==> src/rtl/alu_exec_stage.sv <==
// Multi-cycle ALU execute stage: IDLE -> READ -> EXEC -> WRITE.
// MUL uses a shift-add loop, one multiplier bit per cycle.
module alu_exec_stage #(
  parameter int WIDTH  = 32,
  parameter int ADDR_W = 3
) (
  input  logic              clk,
  input  logic              reset,
  input  logic              instValid,
  output logic              instReady,
  input  logic [2:0]        op,
  input  logic [ADDR_W-1:0] dst,
  input  logic [ADDR_W-1:0] srcA,
  input  logic [ADDR_W-1:0] srcB,
  output logic [ADDR_W-1:0] readAddrA,
  output logic [ADDR_W-1:0] readAddrB,
  input  logic [WIDTH-1:0]  rdA,
  input  logic [WIDTH-1:0]  rdB,
  output logic              writeEnable,
  output logic [ADDR_W-1:0] writeAddr,
  output logic [WIDTH-1:0]  writeData,
  output logic              busy,
  output logic              done
);

  localparam logic [1:0] IDLE  = 2'd0;
  localparam logic [1:0] READ  = 2'd1;
  localparam logic [1:0] EXEC  = 2'd2;
  localparam logic [1:0] WRITE = 2'd3;

  localparam logic [2:0] OP_ADD = 3'b000;
  localparam logic [2:0] OP_SUB = 3'b001;
  localparam logic [2:0] OP_AND = 3'b010;
  localparam logic [2:0] OP_OR  = 3'b011;
  localparam logic [2:0] OP_XOR = 3'b100;
  localparam logic [2:0] OP_SHL = 3'b101;
  localparam logic [2:0] OP_MUL = 3'b110;
  localparam logic [2:0] OP_SLT = 3'b111;

  localparam int CNT_W = (WIDTH > 1) ? $clog2(WIDTH) : 1;
  localparam logic [CNT_W-1:0] CNT_LAST = CNT_W'(WIDTH - 1);
  localparam logic [CNT_W-1:0] CNT_ONE  = {{(CNT_W-1){1'b0}}, 1'b1};
  localparam logic [WIDTH-1:0] ZERO     = {WIDTH{1'b0}};
  localparam logic [WIDTH-1:0] ONE      = {{(WIDTH-1){1'b0}}, 1'b1};

  logic [1:0]        state;
  logic [1:0]        next_state;
  logic [2:0]        op_lat;
  logic [ADDR_W-1:0] dst_lat;
  logic [WIDTH-1:0]  op_a;
  logic [WIDTH-1:0]  op_b;
  logic [WIDTH-1:0]  acc;
  logic [CNT_W-1:0]  cnt;
  logic [WIDTH-1:0]  mul_step;
  logic [WIDTH-1:0]  alu_result;
  logic              mul_running;

  // MUL keeps iterating until the last multiplier bit has been folded in
  assign mul_running = (op_lat == OP_MUL) && (cnt != CNT_LAST);

  // Next-state logic
  always_comb begin
    next_state = state;
    case (state)
      IDLE: begin
        if (instValid) next_state = READ;
        else           next_state = IDLE;
      end
      READ: next_state = EXEC;
      EXEC: begin
        if (mul_running) next_state = EXEC;
        else             next_state = WRITE;
      end
      WRITE:   next_state = IDLE;
      default: next_state = IDLE;
    endcase
  end

  // op_a is shifted left and op_b right each iteration, so bit 0 of op_b is the current multiplier bit
  always_comb begin
    if (op_b[0]) mul_step = acc + op_a;
    else         mul_step = acc;
  end

  // Result selection from the latched operands
  always_comb begin
    alu_result = ZERO;
    case (op_lat)
      OP_ADD:  alu_result = op_a + op_b;
      OP_SUB:  alu_result = op_a - op_b;
      OP_AND:  alu_result = op_a & op_b;
      OP_OR:   alu_result = op_a | op_b;
      OP_XOR:  alu_result = op_a ^ op_b;
      OP_SHL:  alu_result = op_a << op_b[4:0];
      OP_MUL:  alu_result = mul_step;
      OP_SLT:  alu_result = ($signed(op_a) < $signed(op_b)) ? ONE : ZERO;
      default: alu_result = ZERO;
    endcase
  end

  // State, datapath and registered status outputs
  always_ff @(posedge clk) begin
    if (reset) begin
      state       <= IDLE;
      op_lat      <= 3'b000;
      dst_lat     <= {ADDR_W{1'b0}};
      readAddrA   <= {ADDR_W{1'b0}};
      readAddrB   <= {ADDR_W{1'b0}};
      op_a        <= ZERO;
      op_b        <= ZERO;
      acc         <= ZERO;
      cnt         <= {CNT_W{1'b0}};
      writeAddr   <= {ADDR_W{1'b0}};
      writeData   <= ZERO;
      writeEnable <= 1'b0;
      done        <= 1'b0;
      busy        <= 1'b0;
      instReady   <= 1'b1;
    end else begin
      state       <= next_state;
      busy        <= (next_state != IDLE);
      instReady   <= (next_state == IDLE);
      writeEnable <= (next_state == WRITE);
      done        <= (next_state == WRITE);
      case (state)
        IDLE: begin
          if (instValid) begin
            op_lat    <= op;
            dst_lat   <= dst;
            readAddrA <= srcA;
            readAddrB <= srcB;
          end
        end
        READ: begin
          op_a <= rdA;
          op_b <= rdB;
          acc  <= ZERO;
          cnt  <= {CNT_W{1'b0}};
        end
        EXEC: begin
          if (mul_running) begin
            acc  <= mul_step;
            op_a <= op_a << 1;
            op_b <= op_b >> 1;
            cnt  <= cnt + CNT_ONE;
          end else begin
            writeData <= alu_result;
            writeAddr <= dst_lat;
          end
        end
        WRITE:   ;
        default: ;
      endcase
    end
  end

endmodule

==> config.mk <==
export PLATFORM = sky130hd
export DESIGN_NAME = alu_exec_stage
export DESIGN_NICKNAME = d
export VERILOG_FILES = /design/src/rtl/alu_exec_stage.sv
export SDC_FILE = /design/constraint.sdc
export NUM_CORES = 1
export LEC_CHECK = 0
export CAP_MARGIN = 10
export CORE_MARGIN = 2
export CORE_UTILIZATION = 60
export DETAILED_ROUTE_END_ITERATION = 12
export HOLD_SLACK_MARGIN = 0.08
export PLACE_DENSITY_LB_ADDON = 0.12
export SLEW_MARGIN = 20
export SYNTH_ARGS = -nofsm -noshare
export SYNTH_HDL_FRONTEND = slang
export SYNTH_SLANG_ARGS = --single-unit
==> constraint.sdc <==
create_clock -name clk -period 6 [get_ports clk]
set_clock_uncertainty 0.2 [all_clocks]
set_input_delay 0.9 -clock clk [delete_from_list [all_inputs] [get_ports clk]]
set_output_delay 0.9 -clock clk [all_outputs]
set_load 0.02 [all_outputs]
After elaboration in Yosys (flattened, before gate mapping)
Index checks and enable logic that the tools add are counted.
{ "word_totals": {"ram_bits": 0, "ff_bits": 153, "romBits": 0, "input_bits": 79, "mem_count": 0, "latch_bits": 0} }
{ "classes": {"eq_ne": 13, "order_cmp": 1, "n_shift": 1, "mux": 14, "n_reduce_logical": 9, "addsub": 4, "bitwise": 4, "div": 0, "multipliers": 0} }
{ "op_table": {"columns": ["operator", "n"], "rows": [
  ["32-bit case mux with 8 select lines", 1],
  ["32-bit case mux with 2 select lines", 3],
  ["32-bit two-way mux", 4],
  ["32-bit adder", 2],
  ["32-bit bitwise AND", 1],
  ["32-bit less-than comparator", 1],
  ["32-bit bitwise OR", 1],
  ["32-bit by 5-bit left shift with 32-bit output", 1],
  ["32-bit subtractor", 1],
  ["32-bit XOR", 1],
  ["3-bit == test, second input constant", 4],
  ["5-bit case mux with 2 select lines", 1],
  ["2-bit case mux with 4 select lines", 1],
  ["2-bit == test, second input constant", 3],
  ["3-bit by 2-bit == test with 1-bit output, second input constant", 2],
  ["2-bit AND reduction", 3],
  ["5-bit by 1-bit adder with 5-bit output, second input constant", 1],
  ["5-bit two-way mux", 1],
  ["5-bit inequality test, second input constant", 1],
  ["2-bit zero test", 2],
  ["2-bit nonzero test", 2],
  ["3-bit by 1-bit == test with 1-bit output, second input constant", 1],
  ["3-bit zero test", 1],
  ["1-bit two-way mux", 3],
  ["other kinds (4)", 4]
]} }

Logic depth before layout (Yosys ltp)
{ "depth": {"depth_word": 5, "mapped_depth": 15, "mapped_depth_nobuf": 13} }

Least setup slack after synthesis
No wires, ideal clock.
{ "synth_timing": {"kind": "flip-flop to flip-flop", "startpoint": "register op_b[2]", "endpoint": "register writeData[26]", "arrival_time_ns": 3.346, "path_slack_ns": 2.334, "synth_period_minus_slack_ns": 3.666, "n_path_buf": 3, "path_stages_with_launch": 16, "cell_sequence": "dfxtp_1 -> inv_1 -> clkbuf_1 -> clkbuf_1 -> ha_1 -> buf_2 -> nor2b_1 -> o211ai_1 -> a31o_2 -> o21ai_1 -> a2111o_1 -> a31o_1 -> a21oi_1 -> o21ai_1 -> and4_1 -> a211o_1"} }
{ "synth_via": {"elab_chain_len": 2} }
{ "synth_rtl": {"columns": ["item", "line_no", "source"], "rows": [
  ["from (decl)", "51", "logic [WIDTH-1:0] op_b;"],
  ["from (signal assigned)", "136", "op_b <= rdB;"],
  ["from (signal assigned)", "144", "op_b <= op_b >> 1;"],
  ["32-bit subtractor (tied with other cells)", "90", "OP_SUB: alu_result = op_a - op_b;"],
  ["32-bit case mux with 8 select lines *", "88", "case (op_lat)"],
  ["to (signal assigned)", "147", "writeData <= alu_result;"],
  ["to (decl)", "21", "output logic [WIDTH-1:0] writeData,"]
]} }
Mark *: on every way between the ends. The rest lies on a longest branch, timed or not.
A chain may end at the register's enable or synchronous reset.

Final worst setup path
{ "layout_timing": {"startpoint": "register op_b[2]", "endpoint": "register writeData[30]"} }
Same word-level chain as after synthesis.

==> impl.org <==
** Clocking
- After clock tree synthesis, the repair step resized 0 gates.
- For this design, the CTS-stage hold fixing added 0 buffers.
- TritonCTS built the clock tree.
- Clock-pin transition on the worst setup and hold timing paths :: 0.08 ns
- For this design, the sink count on the clock tree is 153.
- CTS built an H-tree with a depth of 4.
- Clk_lat worst skew :: 0.46 ns
- The root buffer cell chosen for the clock tree is clkbuf_16.
- Clock tree synthesis inserted a total of 17 buffers.
- Post-CTS timing repair inserted 0 buffers for setup.
- Clock Tree Buf Depth :: 2

** Synthesis
- FF+latch count, synth :: 153
- Distinct cell type count after synthesis :: 86
- A synthesized cell averages 7.476 um2.
- Fraction of synthesis flops using an asynchronous set or reset pin :: 0
- The mapped netlist covers 14650 um2.
- The share of the Yosys chip area taken by registers is 0.2091.
- Synthesis produced 1959 cells.
- Number of enable-type register cells in the synthesized netlist :: 0
- Most used DFF post-synth :: dfxtp_1
- Yosys warns :: 0
- The number of nets in the synthesized netlist is 2174.

** Timing
- Achievable Freq :: 0.2276 GHz
- Setup TNS :: 0 ns
- Setup slack on the critical path of the routed design comes to 1.607 ns.
- The hold violation count in the final report was 0.
- Subtracting the final worst setup slack from the clock period gives 4.393 ns.
- Final number of setup-violating endpoints :: 0
- Unrepaired setup endpoints after global routing :: false
- Final Max Tran Viols :: 0
- Slew at the pin closest to its max-slew limit :: 1.033 ns
- Dividing the final minimum period by the clock period gives 0.7321.
- Headroom to the max-slew limit came out at 0.2936.

** Floorplan
- Total I/O pin count :: 124
- The die covers 25680 um2.
- For this configuration, the core starts out at a cell density of 0.6075.
- X dimension of the die :: 160.2 um
- The region available for standard cell placement spans 24110 um2.
- Vertical extent of the die :: 160.2 um
- Cell Rows :: 57

** Layout
- Final core utilization :: 0.6865
- Net count of the finished layout :: 2199
- Leaving out fill and tap cells, the most frequent cell in the layout is nor2_1.
- Fillcell total :: 2083
- Share of layout cells above drive strength 1 :: 0.06159
- The multi-input combinational cells in the finished layout cover a total of 10620 um2.
- Relative to the synthesized area, the layout overhead comes to 12.99%.
- Commonest cells after routing, fill and taps aside :: nor2_1 (256), a21oi_1 (169), nand2_1 (159)
- 0 antenna diodes ended up in the layout.
- Summing all flip-flop and latch instances after layout gives 3067 um2.

** Worst setup path
- The cell family contributing the most delay on the critical path is compound AO/OA/AOI/OAI gates.
- Worst setup path category :: reg -> reg
- The worst setup path is captured at a flop.
- Launching element type of the critical path :: flop
- Worst path arrival time :: 4.56 ns
- Cell-by-cell listing of the critical path :: buf_4 -> inv_1 -> ha_1 -> nor2b_1 -> o211ai_1 -> a31o_2 -> o21ai_1 -> a2111o_1 -> nand3_1 -> and4_1 -> or4_1 -> a32o_1
- Data required, critical path :: 6.17 ns
- Worst Path Max Fanout :: 41
- Critical Path Max Stage Delay :: 0.64 ns
- Bufs and invs on worst path :: 2
- Critical Path Slowest Stage Cell :: ha_1

** Detailed routing
- Detailed Routing Iterations Pass 1 :: 6
- DR vias :: 15.90k
- In this run, the number of DRC markers left after iteration 0 of detailed routing was 2264.
- In the routed design, unresolved DRC markers number 0.
- Once detail routing completed, the nets flagged for antenna violations numbered 0.
- Total detailed-routing wirelength :: 55.69 mm
- Dividing the detail-routed via count by the number of cells gives 6.851.
- Dividing the detail-routed wire length by the instance count gives 23.99 um.

** Hold path
- The min-delay analysis places its worst path in the category reg -> reg.

** Flow run
- Max-cap violations in this run came to 0.

** Placement
- Count of input and output buffers :: 123
- HPWL reported at the end of detailed placement :: 40.80 mm
- Timing analysis after detailed placement gives a worst setup slack of 1.743 ns.
- Global placer's final weighted congestion :: 1.018

** GRT
- The first global-routing pass estimated 85.11 mm of wire.
- Total GRT Usage :: 0.4236
- After global routing the overflow that remains totals 0.
- The number of antenna violations at the first check in global routing is 1.
- The number of global-route vias before repair was 14.99k.
- Entering global routing, the biggest net connects 89 pins.

** Run status
- Outcome :: complete, no violations

** Power
- The analysis attributes to cell leakage a power of 0.006301 uW.
- Across the VDD grid, the largest voltage drop is 0.0002126 V.
- Power Dens Cells :: 328.4 nW/um2
power by group:
| part | switching [uW] | internal, uW | leakage [uW] |
|---|---|---|---|
| registers | 264 | 1140 | 0.00125 |
| logic | 1810 | 1030 | 0.00475 |
| clock network | 552 | 633 | 0.000295 |
sequential cells by signal (all words and copies together), names as in the netlist:
| signal | count |
|---|---|
| acc | 32 |
| busy | 1 |
| cnt | 5 |
| done | 1 |
| dst_lat | 3 |
| instReady | 1 |
| op_a | 32 |
| op_b | 32 |
| op_lat | 3 |
| readAddrA | 3 |
| readAddrB | 3 |
| state | 2 |
| writeAddr | 3 |
| writeData | 32 |
worst paths after layout:
kind / startpoint / cells after the start / slack (ns) / end
worst max-delay path: op_b[2]$_SDFFE_PP0P_ / 12 / 1.61 / writeData[30]$_SDFFE_PP0P_
worst min-delay path: dst_lat[2]$_SDFFE_PP0P_ / 2 / 0.25 / writeAddr[2]$_SDFFE_PP0P_
worst max register to register: op_b[2]$_SDFFE_PP0P_ / 12 / 1.61 / writeData[30]$_SDFFE_PP0P_
worst min register to register: dst_lat[2]$_SDFFE_PP0P_ / 2 / 0.25 / writeAddr[2]$_SDFFE_PP0P_
synthesized netlist by cell type, types with 4 or more instances:
cell         n  area share
a2111oi_0    6      0.0036
a211o_1      8      0.0048
a211oi_1    97       0.050
a21o_1      29       0.015
a21oi_1    169       0.058
a221oi_1    20       0.012
a22oi_1     50       0.026
a31oi_1     14      0.0060
a32oi_1      5      0.0030
and2_1       9      0.0038
and3_1       7      0.0030
and4_1       4      0.0024
buf_1       12      0.0031
buf_2       17      0.0058
clkbuf_1   109       0.028
dfxtp_1    153        0.21
ha_1       133        0.11
inv_1      110       0.028
mux2_2      14       0.011
mux2i_1    104       0.071
mux4_2      15       0.023
nand2_1    159       0.041
nand2b_1    19      0.0081
nand3_1     37       0.013
nand4_1      7      0.0030
nor2_1     260       0.067
nor2b_1      8      0.0034
nor3_1      42       0.014
nor4_1      12      0.0051
o211ai_1    20       0.010
o21a_1       7      0.0036
o21ai_0     83       0.028
o21ai_1     20      0.0068
o21bai_1    15      0.0077
o221ai_1    12      0.0072
o22ai_1     26       0.011
o31ai_1      7      0.0036
o41ai_1      4      0.0024
or2_2        5      0.0021
or3_1        7      0.0030
or4_1        4      0.0021
xnor2_1     41       0.025
xor2_1      15      0.0090
stage by stage:
| stage | hold slack, ns | power, uW | cell area, um2 | instances |
|---|---|---|---|---|
| 6_report | 0.2535 | 5435 | 16550 | 2321 |
| 3_3_place_gp | 0.2359 | 4086 | 15930 | 2289 |
| 5_1_grt | 0.2856 | 5668 | 16550 | 2321 |
| 4_1_cts | 0.2574 | 5292 | 16550 | 2321 |
| 3_5_place_dp | 0.2483 | 4120 | 15930 | 2289 |
| 2_1_floorplan | 0.2321 | 3278 | 14650 | 1959 |
tightest hold or removal path, cell delays in order (launching register included):
cell and delay, ns:
dfxtp_1 0.31, nand2_1 0.05, a21oi_1 0.05
routing by layer:
| metal | up-vias | track usage | share of wire |
|---|---|---|---|
| met5 | - | 0 | 0 |
| met4 | 0 | 0.1675 | 0.041 |
| met3 | 203 | 0.1265 | 0.14 |
| met2 | 1140 | 0.6322 | 0.42 |
| met1 | 7390 | 0.5738 | 0.40 |
| li1 | 7168 | - | - |
cells by family (layout without fill, tap and decap cells):
logic type,after synthesis,in the layout,synth area share
AOI/OAI and AO/OA,636,636,0.2898
and+or+nand+nor,588,588,0.1755
buffers and inverters,255,293,0.06800
DFF,153,153,0.2091
adders and majority gates,137,137,0.1184
muxes,134,134,0.1057
xor gates and xnor gates,56,56,0.03349
cell type report:
cell class                 instances  share of cell area
inverter                         114             0.02601
sequential                       153              0.1853
tap                              324             0.02450
clock inverter                    14             0.01111
clock buffer                      18             0.02593
timing repair buffer             147             0.08514
multi-input combinational       1551              0.6420
(Power assumes the default switching activity.)
